==> src/rtl/ysyx_23060184_fetch_pcgen.sv <==
`default_nettype none
// ============================================================================
// Module   : ysyx_23060184_fetch_pcgen
// Purpose  : Fetch-stage PC generator. Issues sequential fetch addresses over
//            a valid/ready request channel, remembers every issued PC in a
//            small in-order FIFO, and pairs each returned instruction with
//            its PC for decode. A redirect squashes all in-flight fetches;
//            their late responses are drained without reaching decode.
// Revision : 1.0 - initial release
// ----------------------------------------------------------------------------
// Ports:
//   clk, rst             clock, synchronous active-high reset
//   redirect_valid/pc    branch/jump redirect (target aligned to STEP)
//   req_valid/ready/pc   fetch request channel to the IFU
//   rsp_valid/ready/inst in-order instruction response from the IFU
//   out_valid/ready      PC+instruction pair to decode
//   out_pc, out_inst
// ============================================================================
module ysyx_23060184_fetch_pcgen #(
  parameter int                    ADDR_WIDTH = 32,
  parameter logic [ADDR_WIDTH-1:0] RESET_PC   = 32'h2000_0000,
  parameter int                    STEP       = 4,
  parameter int                    DEPTH      = 4
) (
  input  logic                  clk,
  input  logic                  rst,
  input  logic                  redirect_valid,
  input  logic [ADDR_WIDTH-1:0] redirect_pc,
  output logic                  req_valid,
  input  logic                  req_ready,
  output logic [ADDR_WIDTH-1:0] req_pc,
  input  logic                  rsp_valid,
  output logic                  rsp_ready,
  input  logic [31:0]           rsp_inst,
  output logic                  out_valid,
  input  logic                  out_ready,
  output logic [ADDR_WIDTH-1:0] out_pc,
  output logic [31:0]           out_inst
);

  localparam int                    PW      = $clog2(DEPTH);
  localparam logic [PW:0]           C_FULL  = (PW+1)'(DEPTH);
  localparam logic [ADDR_WIDTH-1:0] C_STEP  = ADDR_WIDTH'(STEP);
  // Clears the low log2(STEP) bits of a redirect target.
  localparam logic [ADDR_WIDTH-1:0] C_ALIGN = ~(C_STEP - 1'b1);

  logic [ADDR_WIDTH-1:0] r_pc;
  logic [ADDR_WIDTH-1:0] r_fifo_pc [DEPTH];
  logic [DEPTH-1:0]      r_kill;
  logic [PW-1:0]         r_wr_ptr;
  logic [PW-1:0]         r_rd_ptr;
  logic [PW:0]           r_count;

  logic                  w_full;
  logic                  w_empty;
  logic                  w_issue;
  logic                  w_pop;
  logic                  w_head_kill;
  logic [DEPTH-1:0]      w_live;

  assign w_full      = (r_count == C_FULL);
  assign w_empty     = (r_count == '0);
  assign w_head_kill = r_kill[r_rd_ptr];

  assign req_valid = !rst && !w_full;
  assign req_pc    = r_pc;
  assign w_issue   = req_valid && req_ready;

  // A response in a redirect cycle belongs to a squashed fetch, so it is
  // consumed and dropped just like a killed head.
  assign out_valid = !rst && !w_empty && rsp_valid && !w_head_kill && !redirect_valid;
  assign rsp_ready = !rst && !w_empty && (out_ready || w_head_kill || redirect_valid);
  assign out_pc    = r_fifo_pc[r_rd_ptr];
  assign out_inst  = rsp_inst;
  assign w_pop     = rsp_valid && rsp_ready;

  // Entry i holds an outstanding fetch when its distance from the read
  // pointer is below the occupancy count.
  always_comb begin
    w_live = '0;
    for (int i = 0; i < DEPTH; i++) begin
      w_live[i] = {1'b0, PW'(PW'(i) - r_rd_ptr)} < r_count;
    end
  end

  always_ff @(posedge clk) begin
    if (rst) begin
      r_pc     <= RESET_PC;
      r_wr_ptr <= '0;
      r_rd_ptr <= '0;
      r_count  <= '0;
    end else begin
      if (redirect_valid) begin
        r_pc <= redirect_pc & C_ALIGN;
      end else if (w_issue) begin
        r_pc <= r_pc + C_STEP;
      end
      if (w_issue) begin
        r_wr_ptr <= r_wr_ptr + 1'b1;
      end
      if (w_pop) begin
        r_rd_ptr <= r_rd_ptr + 1'b1;
      end
      case ({w_issue, w_pop})
        2'b10:   r_count <= r_count + 1'b1;
        2'b01:   r_count <= r_count - 1'b1;
        default: r_count <= r_count;
      endcase
    end
  end

  // Kill bits: a request issued alongside a redirect carries the old PC and
  // is enqueued already killed; every other live entry is killed by the
  // redirect. The written slot is never live because issue implies not full.
  always_ff @(posedge clk) begin
    if (rst) begin
      r_kill <= '0;
    end else begin
      for (int i = 0; i < DEPTH; i++) begin
        if (w_issue && (r_wr_ptr == PW'(i))) begin
          r_kill[i] <= redirect_valid;
        end else if (redirect_valid && w_live[i]) begin
          r_kill[i] <= 1'b1;
        end
      end
    end
  end

  // PC storage needs no reset: an entry is only read after it was written.
  always_ff @(posedge clk) begin
    if (w_issue) begin
      r_fifo_pc[r_wr_ptr] <= r_pc;
    end
  end

endmodule
`default_nettype wire

==> config.mk <==
export PLATFORM = sky130hd
export DESIGN_NAME = ysyx_23060184_fetch_pcgen
export DESIGN_NICKNAME = d
export VERILOG_FILES = /design/src/rtl/ysyx_23060184_fetch_pcgen.sv
export SDC_FILE = /design/constraint.sdc
export NUM_CORES = 1
export LEC_CHECK = 0
export BUFFER_PORTS_ARGS = -buffer_cell sky130_fd_sc_hd__buf_2
export CAP_MARGIN = 20
export CORE_AREA = 2 2 148 150
export DETAILED_ROUTE_END_ITERATION = 10
export DIE_AREA = 0 0 150 152
export PLACE_DENSITY = 0.56
export SETUP_SLACK_MARGIN = 0.02
export SLEW_MARGIN = 30
export SYNTH_ARGS = -nofsm -noshare
export SYNTH_HDL_FRONTEND = slang
export SYNTH_SLANG_ARGS = --single-unit
==> constraint.sdc <==
create_clock -name clk -period 5.25 [get_ports clk]
set_input_delay 1.05 -clock clk [delete_from_list [all_inputs] [get_ports clk]]
set_output_delay 1.05 -clock clk [all_outputs]
set_load 0.01 [all_outputs]
==> summary.txt, run 1 <==
Logic synthesis
  – Synth Flop Type: edfxtp_1
  – Asr flop ratio synth: 0
  – Post-synthesis average cell area: 14.2 sq um
  – Seq cells post-synth: 163
  – Syn Std Cell Area: 7320 sq um
  – Yosys warning total: 0
  – EDFF count, synth: 120
  – Synth Instances: 516
  – Library cells used by synthesis: 57
  – Sequential share of the synthesized area: 0.610

STA
  – Relative slew slack: 0.380
  – Setup TNS: 0 ns
  – Max Slew Vio Count: 0
  – Slew of the pin with the lowest slew margin: 0.930 ns
  – Unrepaired setup endpoints after global routing: false
  – Clock skew: 0.00658 ns
  – Hold Fails Final Rpt: 0
  – Final hold slack: 0.477 ns
  – Period minus WS final: 3.46 ns
  – Count of final setup violators: 0
  – Final period util: 0.659
  – FMAX: 289 MHz

Drt
  – Final wirelength: 17100 um
  – Antenna Violating Nets Remaining: 0
  – Via density: 5.21
  – WL/cell: 19.4 um
  – Starting DRT DRC Count: 361
  – DRT Pass-1 Iters: 5
  – Routed via count: 4572
  – Remaining DRCs: 0

Worst setup path
  – Worst setup path startpoint: rst
  – Worst Setup Path Type: in2out
  – WP data required: 4.20 ns
  – Worst endpoint data arrival time: 2.41 ns
  – CP Cell Sequence: buf_2 > inv_1 > buf_4 > nand3_1 > nor3_1 > buf_2
  – CP dominant cell by count: buf_2
  – Critical Path Source Type: primary input
  – Critical path's slowest cell: buf_2
  – Slowest stage delay, CP: 0.59 ns
  – CP max FO: 40
  – R2R Setup Slk: 2.59 ns
  – CP Capture Type: output pin
  – R2R Path Start: r_count[2]

Power
  – Total Power: 2.95 mW
  – Leakage: 2.90 nW
  – PwrDens: 351 nW/um^2
  – Worst VDD drop: 0.144 mV

Final layout
  – N_diodes: 0
  – Nets: 666
  – P&R area growth vs syn: 14.9%
  – Commonest cells after routing, fill and taps aside: edfxtp_1 (120), buf_2 (98), dfxtp_1 (42)
  – Commonest non-fill, non-tap cell in the layout: edfxtp_1
  – Layout cells sized above 1: 0.304

Die
  – Core area: 21400 sq um
  – FP Rows: 54
  – Die area: 22800 sq um
  – Initial Util: 0.343
  – Overall die height: 152 um
  – IO Pins: 169
  – Die Span X: 150 um

Clock network
  – Cts hold-fix bufs: 0
  – H-Tree Depth: 4
  – Clock Tree Buf Depth: 2
  – CTS tree: done
  – CTS clk-pin slew, worst paths: 0.06 ns
  – Clock Sinks: 163
  – Post-CTS Setup Inserts: 0
  – Worst skew pair latency: 0.43 ns
  – CTS Root Cell: clkbuf_16
  – Clock buffer count from CTS: 17
  – Cts repair resizes: 0

GRT
  – First-pass GRT wire length: 26400 um
  – Vias in the first global route: 4575
  – Initial antenna violation count: 1
  – Pin count of the biggest net entering global routing: 41
  – Total Routing Usage GR: 0.154
  – GRT Residual Overflow: 0

Worst hold path
  – Min-delay worst type: reg2reg
  – Hold Startpoint: r_kill[1]

Job
  – Max-cap violations: 0

Run status
  – Status: completed

Place
  – HPWL Detailed: 11600 um
  – GPL Wtd Cong: 0.766
  – IO Port Bufs: 98
==> path summary, 6_finish.rpt <==
path,to,cells after the start
worst max register to register,r_count[2],9
worst min-delay path,r_kill[1],2
worst max-delay path,out_valid,6
worst min register to register,r_kill[1],2
==> critical path, delay by kind of cell <==
family        cells  cell delay, ns
buf+inv           4            1.07
simple gates      2            0.27
==> final cells by class <==
class	instances	area [sq um]
fillers	2037	12900
flip-flops and latches	163	4470
multi-input cells	281	2400
repair buffers	106	551
clock buffers	25	518
well taps	280	350
clock inverters	7	68.8
inverters	16	60.1
==> logic make-up (layout without fill, tap and decap cells) <==
logic type               Yosys count  after routing  share of synthesized area
flip-flops                       163            163                      0.610
XOR/XNOR                          12             12                     0.0144
AO/OA/AOI/OAI                     75             75                     0.0716
AND/OR/NAND/NOR                  147            147                      0.122
adder cells (fa/ha/maj)           11             11                     0.0198
buffers and inverters             75            154                     0.0643
other                              1              4                   0.000513
multiplexers                      32             32                     0.0968
==> sequential cells by signal (all words and copies together) (netlist names), named ones only <==
| register | flops |
|---|---|
| req_pc | 30 |
| r_count | 3 |
| r_fifo_pc | 120 |
| r_rd_ptr | 2 |
| r_wr_ptr | 2 |
| r_kill | 4 |
==> where the power goes <==
group | internal [mW] | switching, mW | total [mW]
clock | 0.732 | 0.478 | 1.21
combinational | 0.108 | 0.130 | 0.238
sequential | 1.44 | 0.0623 | 1.50
total | 2.28 | 0.671 | 2.95
==> routing by layer <==
metal	vias to the layer above	part of all wire	global-route usage	wire, um
li1	2130	-	-	-
met1	2234	0.44	0.210	7480
met5	-	0.00064	0	11
met3	44	0.070	0.0408	1200
met4	2	0.024	0.0571	402
met2	162	0.47	0.237	7970
==> stage by stage <==
step,setup WS (ns),cell area [sq um],cells,util
detailed placement,1.67,7820,846,0.366
CTS,1.77,8410,878,0.394
global route,1.62,8410,878,0.394
finish,1.79,8410,878,0.394
floorplan,2.41,7330,519,-
global placement,1.79,7820,846,0.366
==> synthesized netlist by cell type, types with 2 or more instances <==
master    count  share of area
or3_1         7         0.0060
a22oi_1       4         0.0041
nand3_1      19          0.013
or4b_2        2         0.0027
nand4_4       2         0.0058
buf_4        37          0.038
nand2b_1      5         0.0043
o2111a_1      6         0.0092
dfxtp_1      43           0.12
buf_2         6         0.0041
a211oi_1      8         0.0082
edfxtp_1    120           0.49
or4_1        13          0.013
buf_6         5         0.0077
inv_1        15         0.0077
xor2_1        5         0.0060
and4_1        4         0.0048
nor3_1        5         0.0034
clkbuf_1     10         0.0051
ha_1         10          0.017
o21ai_0      17          0.012
and3_1       11         0.0094
nand2_1      15         0.0077
nand4_1      11         0.0094
nor4_1        4         0.0034
a31oi_1       2         0.0017
o31ai_1      13          0.013
nand4b_1      2         0.0024
a21oi_1      14         0.0096
nor2_1       31          0.016
mux4_2       31          0.095
and4_4        2         0.0031
xnor2_1       7         0.0084
a311oi_1      7         0.0084
(Power assumes the default switching activity.)
==> inputs of run 2 (changes only) <==
Settings changed: ABC_AREA from default to 1, CORE_AREA 2 2 148 150 to 2 2 151 153, DIE_AREA 0 0 150 152 to 0 0 153 155.
Clock period 5.25 ns to 3.35 ns, I/O delays scaled along.
==> summary.txt, run 2 <==
Run status
  – Status: completed

STA
  – Setup TNS: 0 ns
  – Clock skew: 0.0143 ns
  – Relative slew slack: 0.583
  – Count of final setup violators: 0
  – Slew of the pin with the lowest slew margin: 0.625 ns
  – Hold Fails Final Rpt: 0
  – Period minus WS final: 2.77 ns
  – Unrepaired setup endpoints after global routing: false
  – Max Slew Vio Count: 0
  – FMAX: 362 MHz
  – Final period util: 0.825

Drt
  – Starting DRT DRC Count: 422
  – Routed via count: 5614
  – DRT Pass-1 Iters: 5
  – Antenna Violating Nets Remaining: 0
  – Via density: 4.80
  – Remaining DRCs: 0
  – Final wirelength: 19300 um
  – WL/cell: 16.5 um

Final layout
  – Fillers: 2248
  – Layout cells sized above 1: 0.198
  – Commonest non-fill, non-tap cell in the layout: nand2_1
  – Nets: 953
  – N_diodes: 0
  – Commonest cells after routing, fill and taps aside: nand2_1 (138), edfxtp_1 (120), nor2_1 (110)
  – Layout Cells excl Fill: 1170
  – P&R area growth vs syn: 15.7%
  – Largest register FFs: 120
  – Largest reg by FF count: r_fifo_pc

Logic synthesis
  – Syn Std Cell Area: 7620 sq um
  – Library cells used by synthesis: 33
  – Seq cells post-synth: 163
  – Most common library cells after synthesis: nand2_1 (138), edfxtp_1 (120), nor2_1 (115)
  – Leading area contributor after synthesis: edfxtp_1
  – EDFF count, synth: 120
  – Most frequent cell after synthesis: nand2_1
  – Share of the synthesized area in the top cell type: 0.473
  – Asr flop ratio synth: 0
  – Yosys warning total: 0
  – Post-synthesis average cell area: 9.47 sq um
  – Sequential share of the synthesized area: 0.586
  – Top cells by area, synth: edfxtp_1 (47%), dfxtp_1 (11%), nand2_1 (6.8%)
  – Synth Instances: 805
  – Synth Flop Type: edfxtp_1

Clock network
  – CTS tree: done
  – Cts hold-fix bufs: 0
  – Cts repair resizes: 0
  – Clock buffer count from CTS: 17
  – CTS Root Cell: clkbuf_16
  – Worst skew pair latency: 0.43 ns
  – Post-CTS Setup Inserts: 0
  – CTS clk-pin slew, worst paths: 0.07 ns
  – H-Tree Depth: 4
  – Clock Tree Buf Depth: 2
  – Clock Sinks: 163

GRT
  – Vias in the first global route: 5427
  – Pin count of the biggest net entering global routing: 61
  – GRT Residual Overflow: 0
  – First-pass GRT wire length: 30100 um
  – Initial antenna violation count: 0
  – Total Routing Usage GR: 0.165

Die
  – Overall die height: 155 um
  – IO Pins: 169
  – Die area: 23700 sq um
  – Die Span X: 153 um
  – FP Rows: 55
  – Initial Util: 0.343
  – Core area: 22200 sq um

Worst setup path
  – Critical Path Source Type: flip-flop
  – Worst endpoint data arrival time: 2.10 ns
  – CP Capture Type: output pin
  – Worst Setup Path Type: reg2out
  – WP data required: 2.68 ns
  – CP max FO: 42
  – Reg2Reg Depth: 14

Power
  – PwrDens: 538 nW/um^2
  – Total Power: 4.74 mW
  – Leakage: 3.33 nW
  – Worst VDD drop: 0.313 mV

Worst hold path
  – Hold Path Stages: 2
  – Min-delay worst type: reg2reg

Job
  – Max-cap violations: 0

Place
  – HPWL Detailed: 13000 um
  – IO Port Bufs: 98
  – Post-Place Cells: 1138
  – GPL Wtd Cong: 0.862
-- run 2: cell families (layout without fill, tap and decap cells) --
| family | Yosys count | after routing | synth area share |
|---|---|---|---|
| AND/OR/NAND/NOR | 308 | 308 | 0.171 |
| flip-flops | 163 | 163 | 0.586 |
| buffers and inverters | 135 | 212 | 0.0870 |
| XOR/XNOR | 14 | 14 | 0.0161 |
| AO/OA/AOI/OAI | 173 | 173 | 0.121 |
| adder cells (fa/ha/maj) | 11 | 11 | 0.0190 |
| other | 1 | 4 | 0.000492 |
-- run 2: per-layer routing --
layer / part of all wire / GRT usage / vias up
met5: 0 / 0 / -
met4: 0.019 / 0.0617 / 0
met3: 0.046 / 0.0351 / 28
met2: 0.47 / 0.269 / 136
met1: 0.47 / 0.218 / 2623
li1: - / - / 2827
-- run 2: cell type report --
type                            count  area (sq um)  area share
Clock buffer                       18           429      0.0487
Clock inverter                     14           161      0.0183
Inverter                           66           248      0.0281
Multi-Input combinational cell    510          2520       0.286
Sequential cell                   163          4470       0.506
Tap cell                          285           357      0.0404
Timing Repair Buffer              114           636      0.0721
-- run 2: final timing paths --
check                     to  slack, ns        start
setup / recovery  out_pc[29]       0.58    flip-flop
setup reg to reg  r_count[2]       1.02  r_rd_ptr[0]
hold / removal     r_kill[3]       0.49    r_kill[3]
hold reg to reg    r_kill[3]       0.49    r_kill[3]
-- run 2: power by group --
group / leakage, nW / switching [mW] / internal, mW
logic: 1.60 / 0.294 / 0.171
registers: 1.45 / 0.0824 / 2.25
clock network: 0.285 / 0.780 / 1.17
total: 3.33 / 1.16 / 3.59
-- run 2: stage by stage --
step	utilization	setup WS, ns	area, sq um	hold slack (ns)
6_report	0.397	0.585	8820	0.490
3_5_place_dp	0.370	0.695	8220	0.477
3_3_place_gp	0.370	0.726	8220	0.470
5_1_grt	0.397	0.432	8820	0.517
4_1_cts	0.396	0.573	8810	0.488
2_1_floorplan	-	0.565	7630	0.454
-- run 2: critical path, stage by stage, from the launching register on --
cell and delay [ns]:
dfxtp_2 0.56, buf_4 0.46, o21ai_0 0.18, o22ai_1 0.24, buf_2 0.18
